File: config.mk
export PLATFORM = sky130hd
export DESIGN_NAME = i2s_tx_flat
export DESIGN_NICKNAME = d
export VERILOG_FILES = /design/src/rtl/i2s_tx_if.sv /design/src/rtl/i2s_tx.sv /design/src/flat_wrapper.sv
export SDC_FILE = /design/constraint.sdc
export NUM_CORES = 1
export LEC_CHECK = 0
export BUFFER_PORTS_ARGS = -buffer_cell sky130_fd_sc_hd__buf_2
export CELL_PAD_IN_SITES_DETAIL_PLACEMENT = 1
export CELL_PAD_IN_SITES_GLOBAL_PLACEMENT = 2
export CORE_MARGIN = 10
export CORE_UTILIZATION = 39
export DETAILED_ROUTE_END_ITERATION = 7
export GPL_TIMING_DRIVEN = 0
export PLACE_DENSITY = 0.89
export SLEW_MARGIN = 20
export SYNTH_ARGS = -nofsm -noshare
export SYNTH_HDL_FRONTEND = slang
export SYNTH_SLANG_ARGS = --single-unit
File: constraint.sdc
create_clock -name sclk_in -period 1.8 [get_ports sclk_in]
set_input_delay 0 -clock sclk_in [delete_from_list [all_inputs] [get_ports sclk_in]]
set_output_delay 0 -clock sclk_in [all_outputs]
set_load 0.01 [all_outputs]
File: src/rtl/i2s_tx_if.sv
`default_nettype none
// ============================================================================
// Module      : i2s_tx_if
// Description : Parallel stereo-pair handshake between an audio source and
//               the i2s_tx serializer (valid/ready, one pair per transfer).
// Revision    : 1.0 - initial release
// ============================================================================
interface i2s_tx_if #(
  parameter int PDATA_WIDTH = 32
);
  logic [PDATA_WIDTH-1:0] pldata_in;
  logic [PDATA_WIDTH-1:0] prdata_in;
  logic                   valid_in;
  logic                   ready_out;

  // Audio source side
  modport master (
    output pldata_in,
    output prdata_in,
    output valid_in,
    input  ready_out
  );

  // Serializer side
  modport slave (
    input  pldata_in,
    input  prdata_in,
    input  valid_in,
    output ready_out
  );
endinterface
`default_nettype wire

File: src/rtl/i2s_tx.sv
`default_nettype none
// ============================================================================
// Module      : i2s_tx
// Description : I2S transmitter. Buffers one stereo pair, serializes it MSB
//               first with the standard one-bit I2S delay, zero-pads each
//               slot and emits a silent frame plus an underrun pulse when no
//               pair is waiting at a frame boundary.
// Revision    : 1.0 - initial release
// ============================================================================
module i2s_tx #(
  parameter int PDATA_WIDTH = 32,
  parameter int SLOT_WIDTH  = 32
) (
  input  logic     sclk_in,
  input  logic     arstn_in,
  i2s_tx_if.slave  bus,
  output logic     lrck_out,
  output logic     sdata_out,
  output logic     underrun_out
);

  localparam int              c_FRAME_BITS = 2 * SLOT_WIDTH;
  localparam int              c_CW         = $clog2(c_FRAME_BITS);
  localparam int              c_PAD        = SLOT_WIDTH - PDATA_WIDTH;
  localparam logic [c_CW-1:0] c_LAST       = c_CW'(c_FRAME_BITS - 1);
  localparam logic [c_CW-1:0] c_SLOT       = c_CW'(SLOT_WIDTH);

  // A slot narrower than the sample cannot carry it without truncation
  if (SLOT_WIDTH < PDATA_WIDTH) begin : g_slot_width_check
    $error("i2s_tx: SLOT_WIDTH must be >= PDATA_WIDTH");
  end

  logic [c_CW-1:0]         r_cnt;
  logic [c_CW-1:0]         w_cnt_next;
  logic                    w_wrap;
  logic                    w_accept;
  logic                    r_hold_full;
  logic [PDATA_WIDTH-1:0]  r_hold_l;
  logic [PDATA_WIDTH-1:0]  r_hold_r;
  logic [SLOT_WIDTH-1:0]   w_slot_l;
  logic [SLOT_WIDTH-1:0]   w_slot_r;
  logic [c_FRAME_BITS-1:0] w_frame_load;
  logic [c_FRAME_BITS-1:0] r_shift;
  logic                    r_lrck;
  logic                    r_sdata;
  logic                    r_underrun;

  assign w_wrap     = (r_cnt == c_LAST);
  assign w_cnt_next = w_wrap ? '0 : r_cnt + c_CW'(1);
  assign w_accept   = bus.valid_in && !r_hold_full;

  // Sample sits in the top of its slot; the low c_PAD bits stay zero
  assign w_slot_l     = SLOT_WIDTH'(r_hold_l) << c_PAD;
  assign w_slot_r     = SLOT_WIDTH'(r_hold_r) << c_PAD;
  assign w_frame_load = r_hold_full ? {w_slot_l, w_slot_r} : '0;

  assign bus.ready_out = !r_hold_full;
  assign lrck_out      = r_lrck;
  assign sdata_out     = r_sdata;
  assign underrun_out  = r_underrun;

  // Frame position counter and word select, lrck tracks the counter value
  always_ff @(posedge sclk_in or negedge arstn_in) begin
    if (!arstn_in) begin
      r_cnt  <= '0;
      r_lrck <= 1'b0;
    end else begin
      r_cnt  <= w_cnt_next;
      r_lrck <= (w_cnt_next >= c_SLOT);
    end
  end

  // Frame shifter: MSB of the shifter is frame bit r_cnt, registered out one
  // cycle later, which yields the I2S one-bit delay across the wrap as well
  always_ff @(posedge sclk_in or negedge arstn_in) begin
    if (!arstn_in) begin
      r_shift <= '0;
      r_sdata <= 1'b0;
    end else begin
      r_sdata <= r_shift[c_FRAME_BITS-1];
      if (w_wrap) begin
        r_shift <= w_frame_load;
      end else begin
        r_shift <= {r_shift[c_FRAME_BITS-2:0], 1'b0};
      end
    end
  end

  // One-entry holding register; a pair accepted on an empty wrap edge waits
  // for the next frame rather than bypassing into the current one
  always_ff @(posedge sclk_in or negedge arstn_in) begin
    if (!arstn_in) begin
      r_hold_full <= 1'b0;
      r_hold_l    <= '0;
      r_hold_r    <= '0;
    end else begin
      if (w_accept) begin
        r_hold_l <= bus.pldata_in;
        r_hold_r <= bus.prdata_in;
      end
      if (w_wrap && r_hold_full) begin
        r_hold_full <= 1'b0;
      end else if (w_accept) begin
        r_hold_full <= 1'b1;
      end
    end
  end

  // Underrun pulse for the cycle after a wrap edge that found no pair
  always_ff @(posedge sclk_in or negedge arstn_in) begin
    if (!arstn_in) begin
      r_underrun <= 1'b0;
    end else begin
      r_underrun <= w_wrap && !r_hold_full;
    end
  end

endmodule
`default_nettype wire
File: src/flat_wrapper.sv
// flat-port wrapper written by rule: the top's interface ports become plain ports
module i2s_tx_flat 
#(
  parameter int PDATA_WIDTH = 32,
  parameter int SLOT_WIDTH  = 32
)
  (sclk_in, arstn_in, lrck_out, sdata_out, underrun_out, bus_pldata_in, bus_prdata_in, bus_valid_in, bus_ready_out);
  i2s_tx_if #(.PDATA_WIDTH(PDATA_WIDTH)) bus_i ();
  input  logic sclk_in;
  input  logic arstn_in;
  output logic lrck_out;
  output logic sdata_out;
  output logic underrun_out;
  input wire logic [$bits(bus_i.pldata_in)-1:0] bus_pldata_in;
  input wire logic [$bits(bus_i.prdata_in)-1:0] bus_prdata_in;
  input wire logic [$bits(bus_i.valid_in)-1:0] bus_valid_in;
  output wire logic [$bits(bus_i.ready_out)-1:0] bus_ready_out;
  assign bus_i.pldata_in = bus_pldata_in;
  assign bus_i.prdata_in = bus_prdata_in;
  assign bus_i.valid_in = bus_valid_in;
  assign bus_ready_out = bus_i.ready_out;
  i2s_tx #(.PDATA_WIDTH(PDATA_WIDTH), .SLOT_WIDTH(SLOT_WIDTH)) u_core (.sclk_in(sclk_in), .arstn_in(arstn_in), .bus(bus_i), .lrck_out(lrck_out), .sdata_out(sdata_out), .underrun_out(underrun_out));
endmodule
After elaboration in Yosys (flattened, before gate mapping):

Index checks and enable logic that the tools add are counted.
Widths: inputs -> output; s select.

* output and inout port bits: 4
* input port bits: 67
* register bits: 138
* word-level logic and storage cells: 21

* reduce and logical (&&, ||, !) cells: 5
* add/subtract/negate cells: 1
* order comparisons: 1
* muxes and demuxes: 5
* equal/unequal tests: 1

Operators with widths (count)
* $mux 64: 2
* $add 6x1->6 const B: 1
* $eq 6x6->1 const B: 1
* $ge 6x6->1 const B: 1
* $mux 6: 1
* $logic_and 1x1->1: 3
* $mux 1: 2
* $reduce_bool 2->1: 1
* $logic_not 1->1: 1

Logic depth before layout (Yosys ltp):

* word-level depth: 4
* mapped depth: 6
* depth with buffers taken out: 4

Least setup slack after synthesis:

OpenSTA, ideal clock, no wires.

* kind: flip-flop to flip-flop
* from: register u_core.r_cnt[0]
* to: register u_core.r_underrun (netlist: u_core.underrun_out)
* setup slack: 351 ps
* buffers on the path: 3
* cell stages (with the launch flop): 7
* clock period less this slack: 1449 ps
* setup time: 119 ps
* data arrival time: 1330 ps
* data required time: 1681 ps
* cells stage by stage: dfrtp_1 -> ha_1 -> and3_1 -> buf_6 -> buf_6 -> buf_6 -> and2_1

* longest elaborated chain between the ends: 2

RTL lines
* start, declared: line i2s_tx.sv:33 `logic [c_CW-1:0] r_cnt;`
* start signal, assigned: line i2s_tx.sv:68 `r_cnt <= w_cnt_next;`
* $eq 6x6->1: line i2s_tx.sv:48 `assign w_wrap = (r_cnt == c_LAST);`
* $logic_and 1x1->1: line i2s_tx.sv:114 `r_underrun <= w_wrap && !r_hold_full;`
* end signal, assigned: line i2s_tx.sv:114
* end, declared: line i2s_tx.sv:46 `logic r_underrun;`

No other way between the ends.
A chain may end at the register's enable or synchronous reset.

Worst setup path after layout:

* from: register u_core.r_cnt[0]
* to: register u_core.r_shift[55]

* longest elaborated chain between the ends: 2

RTL lines
* $eq 6x6->1: line i2s_tx.sv:48
* $mux 64: line i2s_tx.sv:81 `if (w_wrap) begin`
* end signal, assigned: line i2s_tx.sv:82 `r_shift <= w_frame_load;`
* end signal, assigned: line i2s_tx.sv:84 `r_shift <= {r_shift[c_FRAME_BITS-2:0], 1'b0};`
* end, declared: line i2s_tx.sv:43 `logic [c_FRAME_BITS-1:0] r_shift;`

No other way between the ends.

==> flow_summary.toml <==
[synth]
synth.avg_cell_area_um2 = 12.8
synth_area_um2 = 5550
synth_top_area_share_pct = 62.3
synth-seq-cells = 138
synthTopCellsByArea = "dfrtp_1 62%, mux2_2 13%, mux2i_1 11%"
yosys_warnings = 0
syn-num-nets = 502
seq_area_frac_synth_pct = 62.3
synth.largest_area_cell = "dfrtp_1"
syn_inst = 434
ys_types = 21

[power_and_ir_drop]
switchingPower_mw = 1.47
p_sw_share_pct = 20.3
power_frac_comb_pct = 5.1
vdd_drop_max_uv = 653
leakagePower_nw = 3.45
finalPower_mw = 7.24
powerDensity_nw_per_um2 = 976
seq_power_share_pct = 44.5
p_int_mw = 5.78
clockPowerShare_pct = 50.5

[timing]
final-hold-violation-count = 0
period_minus_slack_ps = 1640
rsz0062_at_grt = "no"
clock_skew_ps = 7.01
final-max-slew-violation-count = 0
fmax_ghz = 0.611
max_slew_margin_pct = 65.6
tightest_slew_ps = 516
finalCritPeriodShare_pct = 91.0
setup_violations = 0
setup_tns_ps = 0

[layout]
nets = 657
synthToLayoutAreaGrowth_pct = 33.8
final_common_cell = "dfrtp_1"
fillers = 1427
fin_cells = 781
drive_above_1_share_pct = 29.6
final_cell_area_um2 = 7420
final_cell_mix = "138 x dfrtp_1, 76 x buf_2, 65 x dlygate4sd3_1"
insertedDiodeCount = 0

[clock_network]
cts_buffer_depth = 2
clk_latency_ps = 420
cts_setup_buffers = 0
cts_max_level = 4
cts_tree = "done"
cts.sinks = 138
cts_root_buf = "clkbuf_16"
clk_transition_reported_paths_ps = 60
numCtsBuffers = 17

[setup_path]
cp_max_fo = 10
worstSetupPathType = "reg -> reg"
startpoint_type = "flop"
path_common_cell = "buf_6"
arrival_ps = 1970
crit_slowest_cell = "dfrtp_1"
end_kind = "flop"
crit_path_max_incr_delay_ps = 410
path_cells = "ha_1 -> and3_1 -> buf_6 -> buf_6 -> buf_8 -> mux2i_1"
worstPathRequired_ps = 2130

[placed_design]
dpl.hpwl_um = 8030
place_congestion = 0.753
dp.cells = 685
numPortBuffers = 70
place_area_um2 = 6160

[floorplan]
core_area_um2 = 13900
pin_count = 71
die_x_um = 139
initial_utilization_pct = 40.0
rows = 43
die_h_um = 139
die-area_um2 = 19400

[routing]
drc = 0
wire_per_inst_um = 17.1
vias_per_cell = 4.65
drtIter0Drc = 168
ant_nets = 0
vias = 3632
dr.pass1.iters = 4
wl_um = 13400

[grt]
first_global_vias = 4268
grt_overflow = 0
grt_max_degree = 106
grt_use_total_pct = 14.3
antenna_found_initial = 0
grt_first_pass_wirelength_um = 22200

[hold_path]
min_path_type = "in -> async"

[status]
status = "complete, no violations"

[job]
cap_violations = 0
kinds of logic after synthesis:
group                    after synthesis  share of synthesized area, %
flip-flops                           138                          62.3
multiplexers                         127                          24.4
buffers and inverters                 86                          6.86
AND/OR/NAND/NOR                       74                          5.32
AO/OA/AOI/OAI                          5                         0.496
XOR/XNOR                               3                         0.474
adder cells (fa/ha/maj)                1                         0.226
cell usage after synthesis, drive strengths merged:
| library cell | count |
|---|---|
| nand2 | 63 |
| mux2i | 63 |
| and2 | 1 |
| o21ai | 3 |
| dfrtp | 138 |
| ha | 1 |
| nand3 | 4 |
| xnor2 | 1 |
| inv | 64 |
| nor2 | 2 |
| mux2 | 64 |
| a21oi | 1 |
| xor2 | 2 |
| buf | 15 |
| o21bai | 1 |
| and3 | 3 |
| clkbuf | 7 |
| nor2b | 1 |
routing by layer:
layer / global-route usage (%) / up-vias / wire length [um]
met2: 25.8 / 60 / 7270
met5: 0 / - / 0
li1: - / 1699 / -
met1: 15.6 / 1851 / 5490
met3: 3.50 / 22 / 350
met4: 6.04 / 0 / 276
through the flow:
stage          setup slack, ps  hold slack, ps  utilization [%]
6_report                   162            46.7             53.5
5_1_grt                   50.5            73.7             53.5
4_1_cts                   10.9            17.8             53.5
3_5_place_dp               115            -122             44.4
3_3_place_gp             -1030             233             44.1
2_1_floorplan              351            -296                -
power by group through the flow:
stage,clock (mW),combinational [mW],sequential [mW]
6_report,3.65,0.369,3.22
5_1_grt,3.87,0.412,3.23
4_1_cts,3.72,0.369,3.22
3_5_place_dp,0,0.258,3.27
3_3_place_gp,0,0.230,3.27
2_1_floorplan,0,0.0957,3.26
state kept, by name, indices dropped and copies added (netlist names):
| name | count |
|---|---|
| u_core.lrck_out | 1 |
| u_core.r_hold_r | 32 |
| u_core.r_hold_l | 32 |
| u_core.sdata_out | 1 |
| u_core.r_hold_full | 1 |
| u_core.underrun_out | 1 |
| u_core.r_shift | 64 |
| u_core.r_cnt | 6 |
worst max-delay path, delay by kind of cell (launching register included):
family / cells / cell delay, ps
buf+inv: 3 / 470
flops: 1 / 410
fa+ha+maj: 1 / 250
mux: 1 / 220
simple gates: 1 / 190
layout make-up:
type	instances	area, um^2	area share, %
clock buffer	23	468	6.30
multi-input combinational	210	1710	23.1
inverter	64	240	3.24
sequential	138	3450	46.5
timing repair buffer	136	1040	14.0
clock inverter	8	143	1.92
tap	180	225	3.03
buffer	22	141	1.90
repair_timing:
action / in CTS / in global routing
hold buffers: 65 / 0
gates resized for setup: 0 / 2
setup endpoints to repair: 0 / 13
endpoints found under the hold margin: 202 / 0
worst paths after layout:
kind,depth (start not counted),startpoint,slack (ps),to
worst max-delay path,6,u_core.r_cnt[0],160,u_core.r_shift[55]
min in group sclk_in,4,bus_valid_in,290,u_core.r_hold_l[0]
worst min-delay path,2,arstn_in,50,u_core.r_hold_l[6]
max in group asynchronous,3,arstn_in,970,u_core.r_shift[21]
worst min register to register,0,u_core.r_shift[63],350,u_core.sdata_out
worst max register to register,6,u_core.r_cnt[0],160,u_core.r_shift[55]
Note: power is estimated with default switching activity, not from simulation.
